File: src/rtl/contador_multicanal_pkg.sv
// Shared helpers for counter blocks: mode encoding and next-value arithmetic
// (raw step, clamp or wrap). Values travel as int so callers never wrap silently.
package pkg_contadores;

  localparam int MODO_SATURA   = 0;
  localparam int MODO_ENVUELVE = 1;

  function automatic int paso_crudo(input int v, input int paso, input logic sumar);
    return sumar ? (v + paso) : (v - paso);
  endfunction

  function automatic logic fuera_de_limites(input int r, input int inf, input int sup);
    return (r > sup) || (r < inf);
  endfunction

  // Brings a raw result back into [inf, sup]; wrap assumes |excursion| <= range.
  function automatic int ajustar(input int r, input int inf, input int sup, input int modo);
    int rango;
    rango = sup - inf + 1;
    if (r > sup) return (modo == MODO_ENVUELVE) ? (r - rango) : sup;
    if (r < inf) return (modo == MODO_ENVUELVE) ? (r + rango) : inf;
    return r;
  endfunction

  function automatic int siguiente_valor(input int v, input int paso, input logic sumar,
                                         input int inf, input int sup, input int modo);
    return ajustar(paso_crudo(v, paso, sumar), inf, sup, modo);
  endfunction

endpackage

File: src/rtl/FlipFlopD_Habilitado.sv
// Enabled D register with asynchronous active-high reset to a configurable value.
module FlipFlopD_Habilitado #(
  parameter int unsigned                 BITS_EN_REGISTRO = 8,
  parameter logic [BITS_EN_REGISTRO-1:0] VALOR_RESET      = '0
) (
  input  logic                        clk,
  input  logic                        reset,
  input  logic                        habilitar_i,
  input  logic [BITS_EN_REGISTRO-1:0] d_i,
  output logic [BITS_EN_REGISTRO-1:0] q_o
);

  always_ff @(posedge clk or posedge reset) begin
    if (reset)            q_o <= VALOR_RESET;
    else if (habilitar_i) q_o <= d_i;
  end

endmodule

File: src/rtl/paso_limitado.sv
// Combinational next value and overflow flag for one counter step.
module paso_limitado
  import pkg_contadores::*;
#(
  parameter int unsigned BITS_VALOR      = 8,
  parameter int unsigned BITS_PASO       = 4,
  parameter int          LIMITE_INFERIOR = 0,
  parameter int          LIMITE_SUPERIOR = 255,
  parameter int          MODO            = MODO_SATURA
) (
  input  logic [BITS_VALOR-1:0] valor_i,
  input  logic                  sumar_i,
  input  logic [BITS_PASO-1:0]  paso_i,
  output logic [BITS_VALOR-1:0] valor_sig_c,
  output logic                  desborde_c
);

  int crudo;

  always_comb begin
    crudo       = paso_crudo(int'(valor_i), int'(paso_i), sumar_i);
    valor_sig_c = BITS_VALOR'(ajustar(crudo, LIMITE_INFERIOR, LIMITE_SUPERIOR, MODO));
    desborde_c  = fuera_de_limites(crudo, LIMITE_INFERIOR, LIMITE_SUPERIOR);
  end

endmodule

File: src/rtl/contador_multicanal.sv
// Bank of up/down counters: one write (load or step) and one registered read per clock.
module contador_multicanal
  import pkg_contadores::*;
#(
  parameter int unsigned BITS_VALOR      = 8,
  parameter int unsigned CANALES         = 4,
  parameter int unsigned BITS_PASO       = 4,
  parameter int          LIMITE_INFERIOR = 0,
  parameter int          LIMITE_SUPERIOR = (1 << BITS_VALOR) - 1,
  parameter int          MODO            = MODO_SATURA,
  parameter int          VALOR_INICIAL   = LIMITE_INFERIOR
) (
  input  logic                       clk,
  input  logic                       reset,
  input  logic                       actualizar,
  input  logic                       operacion,
  input  logic [BITS_PASO-1:0]       paso,
  input  logic                       cargar,
  input  logic [BITS_VALOR-1:0]      valor_carga,
  input  logic [$clog2(CANALES)-1:0] canal_escritura,
  input  logic [$clog2(CANALES)-1:0] canal_lectura,
  output logic [BITS_VALOR-1:0]      valor_actual,
  output logic                       en_limite,
  output logic                       desborde
);

  localparam int unsigned         BITS_CANAL    = $clog2(CANALES);
  localparam int                  RANGO         = LIMITE_SUPERIOR - LIMITE_INFERIOR + 1;
  localparam logic [BITS_VALOR-1:0] INF_V       = BITS_VALOR'(LIMITE_INFERIOR);
  localparam logic [BITS_VALOR-1:0] SUP_V       = BITS_VALOR'(LIMITE_SUPERIOR);
  localparam logic [BITS_VALOR-1:0] INI_V       = BITS_VALOR'(VALOR_INICIAL);
  localparam logic                EN_LIMITE_INI = (INI_V == INF_V) || (INI_V == SUP_V);

  logic [BITS_VALOR-1:0] valores [CANALES];
  logic [CANALES-1:0]    habilitar;
  logic                  escritura_valida_c, lectura_valida_c, escribe_c;
  logic [BITS_VALOR-1:0] valor_escrito_c, valor_sig_c, valor_d_c, carga_limitada_c, valor_leido_c;
  logic                  desborde_c;

  logic [BITS_VALOR-1:0] valor_actual_q, valor_actual_d;
  logic                  en_limite_q, en_limite_d;
  logic                  desborde_q, desborde_d;

  // Channel select; out-of-range indices neither write nor read storage.
  always_comb begin
    escritura_valida_c = 32'(canal_escritura) < CANALES;
    lectura_valida_c   = 32'(canal_lectura) < CANALES;
    escribe_c          = escritura_valida_c && (cargar || actualizar);
    valor_escrito_c    = '0;
    valor_leido_c      = '0;
    if (escritura_valida_c) valor_escrito_c = valores[canal_escritura];
    if (lectura_valida_c)   valor_leido_c   = valores[canal_lectura];
  end

  // One arithmetic unit suffices: at most one channel is written per cycle.
  paso_limitado #(
    .BITS_VALOR     (BITS_VALOR),
    .BITS_PASO      (BITS_PASO),
    .LIMITE_INFERIOR(LIMITE_INFERIOR),
    .LIMITE_SUPERIOR(LIMITE_SUPERIOR),
    .MODO           (MODO)
  ) u_paso (
    .valor_i    (valor_escrito_c),
    .sumar_i    (operacion),
    .paso_i     (paso),
    .valor_sig_c(valor_sig_c),
    .desborde_c (desborde_c)
  );

  always_comb begin
    carga_limitada_c = BITS_VALOR'(ajustar(int'(valor_carga), LIMITE_INFERIOR,
                                           LIMITE_SUPERIOR, MODO_SATURA));
    valor_d_c        = cargar ? carga_limitada_c : valor_sig_c;
  end

  for (genvar i = 0; i < CANALES; i++) begin : g_canal
    assign habilitar[i] = escribe_c && (canal_escritura == BITS_CANAL'(i));

    FlipFlopD_Habilitado #(
      .BITS_EN_REGISTRO(BITS_VALOR),
      .VALOR_RESET     (INI_V)
    ) u_registro (
      .clk        (clk),
      .reset      (reset),
      .habilitar_i(habilitar[i]),
      .d_i        (valor_d_c),
      .q_o        (valores[i])
    );
  end

  always_comb begin
    valor_actual_d = valor_leido_c;
    en_limite_d    = (valor_leido_c == INF_V) || (valor_leido_c == SUP_V);
    desborde_d     = escritura_valida_c && actualizar && !cargar && desborde_c;
  end

  always_ff @(posedge clk or posedge reset) begin
    if (reset) begin
      valor_actual_q <= INI_V;
      en_limite_q    <= EN_LIMITE_INI;
      desborde_q     <= 1'b0;
    end else begin
      valor_actual_q <= valor_actual_d;
      en_limite_q    <= en_limite_d;
      desborde_q     <= desborde_d;
    end
  end

  assign valor_actual = valor_actual_q;
  assign en_limite    = en_limite_q;
  assign desborde     = desborde_q;

  // Wrap arithmetic only folds back once, so a step wider than the range is meaningless.
  paso_dentro_de_rango: assert property (@(posedge clk) disable iff (reset)
    !(MODO == MODO_ENVUELVE && actualizar && !cargar && int'(paso) > RANGO))
    else $error("paso %0d exceeds wrap range %0d", paso, RANGO);

endmodule

File: config.mk
export PLATFORM = sky130hd
export DESIGN_NAME = contador_multicanal
export DESIGN_NICKNAME = d
export VERILOG_FILES = /design/src/rtl/contador_multicanal_pkg.sv /design/src/rtl/FlipFlopD_Habilitado.sv /design/src/rtl/paso_limitado.sv /design/src/rtl/contador_multicanal.sv
export SDC_FILE = /design/constraint.sdc
export NUM_CORES = 1
export LEC_CHECK = 0
export ABC_AREA = 1
export CORE_ASPECT_RATIO = 0.6
export CORE_MARGIN = 2
export CORE_UTILIZATION = 50
export DETAILED_ROUTE_END_ITERATION = 16
export PLACE_DENSITY = 0.72
export SYNTH_ARGS = -nofsm -noshare
export SYNTH_HDL_FRONTEND = slang
export SYNTH_SLANG_ARGS = --single-unit
export TNS_END_PERCENT = 5
File: constraint.sdc
create_clock -name clk -period 2.5 [get_ports clk]
set_input_delay 0.25 -clock clk [delete_from_list [all_inputs] [get_ports clk]]
set_output_delay 0.25 -clock clk [all_outputs]
set_load 0.01 [all_outputs]
==> results summary <==
The number of antenna violations at the first check in global routing came out at 0. In this run the deepest clock path goes through 2 buffers. The number of buffers created by CTS came out at 5. The transition time at the pin with the least slew margin is 566.4 ps. Before antenna repair, the detailed router went through 7 iterations. The proportion of layout cells with a drive suffix above 1 came out at 28.54%.

The final routed wirelength across all metal layers is 9442 um. CTS placed an instance of clkbuf_8 at the clock tree root. The cell row count came out at 21.

Setup violations remaining at the end of the flow were counted as 2. OpenSTA, run right after detailed placement, puts the worst setup slack at -718.3 ps. The power spent charging and discharging nets is 0.001086 W. Synthesis produced a netlist whose cell count is 394. The later-pin clock latency in the skew report is 300 ps. The checks that failed: negative setup slack. The total standard cell area after synthesis came out at 2810 um^2. For this run, the leading register cell type out of synthesis is dfrtp_1. The overall global routing resource usage came out at 28.95%. The clock network fraction of design power is 20.0%. In this run the horizontal extent of the chip is 100.8 um. The run finished, with violations left. Dividing the detail-routed via count by the number of cells gives 5.843. The final setup slack of the worst path came out at -12.95 ps. The cell-internal power is 0.001624 W. The commonest non-fill, non-tap cell in the layout is nand2_1. The class of the most critical setup path is register to register.

The number of max-capacitance violations reported is 0. The number of flops mapped to enable cells by yosys came out at 0. Entering global routing, the biggest net connects 43 pins. The distinct cell type count of the synthesized netlist is 34.

By area the synthesized netlist is led by dfrtp_1 37%, nand2_1 14%, nand3_1 9.3%. The number of placed instances with taps included is 521. The number of max-slew violations in the final report is 0. For this run, asynchronously set or reset flops after synthesis account for 100.0%. The final instance count without filler cells came out at 535. The minimum setup slack among reg-to-reg paths is -10 ps.

The sequential element share of the synthesized area came out at 37.44%. The worst relative slew slack came out at 61.84%. The number of buffer and inverter instances along the worst setup path came out at 3. The number of storage elements in the synthesis netlist came out at 42.

The worst setup path is captured at a register. The leakage power figure is 1.905 nW. Setup repair after global routing could not meet its margin everywhere. For this run, the slowest stage of the critical path takes 410 ps. The floorplan step set the die height to 62.07 um.

The TritonCTS clock tree is built. The ratio of total power to cell area is 695.4 nW/um^2. The maximum vdd drop is 0.3444 mV.

The routed length per instance came out at 17.65 um. The H-tree level count is 2. The required time reported for the critical path endpoint came out at 2690 ps. The worst setup path is launched from a register. In this run the standard cell core region covers 5492 um^2. The largest total area in the synthesized netlist belongs to dfrtp_1. For this run the aggregate overflow at the end of global routing stands at 0. The maximum net fanout on the critical path is 7. The number of hold-slack violations in the final timing report came out at 0.

In this run the biggest area consumer among cell types represents 36.51% of the synthesized area. Walking the worst path, the cells encountered are a22oi_1 -> o221ai_1 -> ha_1 -> buf_4 -> inv_2 -> a21oi_1 -> nand2_2 -> nand4_4 -> nor2_4 -> nor2_4 -> buf_12 -> nand3_4 -> nand3_1 -> nand2_1. The endpoint of the lowest-slack register-to-register path is g_canal[0].u_registro.q_o[7]$_DFFE_PP0P_. On the critical path, the stage with the largest delay is an instance of dfrtp_1. The number of remaining DRC errors is 0. The post-route clock skew came out at 7.666 ps. The congestion estimate from routability-driven global placement came to 0.9329. After the first detailed-routing iteration, the DRC count stood at 309. The final cycle utilization of the critical path came out at 100.5%. The wire length of the first global-routing pass came out at 13540 um. The post-detailed-placement half-perimeter wirelength is 6293 um. The via count of the first global-routing pass is 2727. The number of sinks driven by the clock tree is 42. Leaving out fill and tap cells, the most frequent cells in the layout are 100 x nand2_1, 42 x buf_4, 41 x dfrtp_1, 37 x inv_1, 36 x nand3_1. The final layout contains 497 nets. The die outline area came out at 6256 um^2. The startpoint identified for the worst register-to-register timing path is g_canal[0].u_registro.q_o[3]$_DFFE_PP0P_. The most numerous cell type found on the critical path is nor2_4. The count of cells along the worst register-to-register path came out at 14. The via total after detailed routing is 3126. The average instance area after synthesis came out at 7.132 um^2.

Yosys printed 0 warnings. The area growth from synthesis to layout is 38.69%. The I/O pin count is 31. The count of antenna diodes in the layout is 0. The class of the tightest hold or removal check is input port to asynchronous set/reset pin. Buffers inserted to repair hold after CTS numbered 0. The switching part of the total is 40.07%. The proportion of power drawn by flip-flops and latches came out at 34.1%.

The count of antenna-violating nets left after detailed routing came out at 0. The maximum clock rate came out at 0.3979 GHz. The arrival time of data at the critical path endpoint is 2710 ps.

Grouping stages by cell kind, the critical path spends the most delay in simple AND/OR/NAND/NOR gates. Once the floorplan was initialized, standard cells occupied 51.17% of the core. The smallest clock period supported by the final layout is computed as 2513 ps. The share of power burned in combinational logic came out at 45.9%. The clock-pin slew on the worst setup and hold paths came out at 90 ps. The port buffer count is 30. The net count after synthesis is 426.
==> cell type report <==
cell class	count	area, um^2
fill	431	1594
clock inverter	3	40.04
inverter	50	187.7
timing repair buffer	73	625.6
sequential	42	1052
tap	69	86.33
multi-input combinational	293	1837
clock buffer	5	68.82
==> stage by stage <==
| step | TNS (ps) | total power, W | util [%] | instance area [um^2] | hold WS (ps) |
|---|---|---|---|---|---|
| finish | -21.60 | 0.002710 | 70.97 | 3897 | 380.8 |
| global route | -4029 | 0.002844 | 70.97 | 3897 | 461.2 |
| CTS | -97.22 | 0.002448 | 65.35 | 3588 | 405.5 |
| detailed placement | -21910 | 0.001869 | 62.18 | 3415 | 493.3 |
| global placement | -20810 | 0.001851 | 62.18 | 3415 | 493.8 |
| floorplan | 0 | 0.001496 | - | 2810 | 316.2 |
==> state kept, by name (all words and copies together) (netlist names) <==
name / flops
g_canal.u_registro.q_o: 32
valor_actual: 8
en_limite: 1
desborde: 1
==> layer usage <==
metal | part of all wire (%) | track usage, % | wire length, um
met1 | 43 | 42.88 | 4018
met2 | 44 | 43.14 | 4175
met3 | 11 | 6.376 | 1033
met4 | 2.3 | 7.632 | 213
met5 | 0 | 0 | 0
==> synth_stat cells (all sizes together), types with 4 or more instances <==
master	number
a21oi	16
buf	9
dfrtp	41
ha	9
inv	50
nand2	117
nand3	54
nand4	4
nor2	30
o21ai	33
o22ai	4
or2	8
==> kinds of logic after synthesis <==
family                   synth area share (%)
AND/OR/NAND/NOR                         35.75
AO/OA/AOI/OAI                           11.93
buffers and inverters                   8.816
flip-flops                              37.44
adder cells (fa/ha/maj)                 5.432
XOR/XNOR                               0.6234
==> timing repair <==
action | CTS | global route
gates resized for setup | 23 | 63
buffers inserted | 0 | 7
pin swaps | 5 | 22
setup endpoints to repair | 33 | 32
==> power groups by stage <==
| stage | clock (W) | combinational (W) | sequential (W) |
|---|---|---|---|
| 2_1_floorplan | 0 | 0.000585 | 0.000912 |
| 3_3_place_gp | 0 | 0.000928 | 0.000923 |
| 3_5_place_dp | 0 | 0.000945 | 0.000924 |
| 4_1_cts | 0.000545 | 0.000988 | 0.000915 |
| 5_1_grt | 0.000566 | 0.00134 | 0.000935 |
| 6_report | 0.000543 | 0.00124 | 0.000923 |
==> worst register-to-register path: cells and delay by family (launching register included) <==
kind | cells | cell delay (ps)
AND/OR/NAND/NOR | 7 | 660
adder cells (fa/ha/maj) | 1 | 380
buffers and inverters | 3 | 370
AO/OA/AOI/OAI | 3 | 570
flip-flops | 1 | 410
==> how the worst max path moves through the flow <==
stage,start,end,slack (ps),depth (start not counted)
finish,g_canal[0].u_registro.q_o[3]$_DFFE_PP0P_,g_canal[0].u_registro.q_o[7]$_DFFE_PP0P_,-10,14
global route,g_canal[0].u_registro.q_o[3]$_DFFE_PP0P_,g_canal[0].u_registro.q_o[7]$_DFFE_PP0P_,-170,14
CTS,canal_escritura[0],g_canal[0].u_registro.q_o[7]$_DFFE_PP0P_,-20,19
detailed placement,canal_escritura[0],g_canal[1].u_registro.q_o[5]$_DFFE_PP0P_,-720,22
floorplan,canal_escritura[0],g_canal[0].u_registro.q_o[3]$_DFFE_PP0P_,60,18
global placement,canal_escritura[0],g_canal[1].u_registro.q_o[1]$_DFFE_PP0P_,-660,19
(Power assumes the default switching activity.)
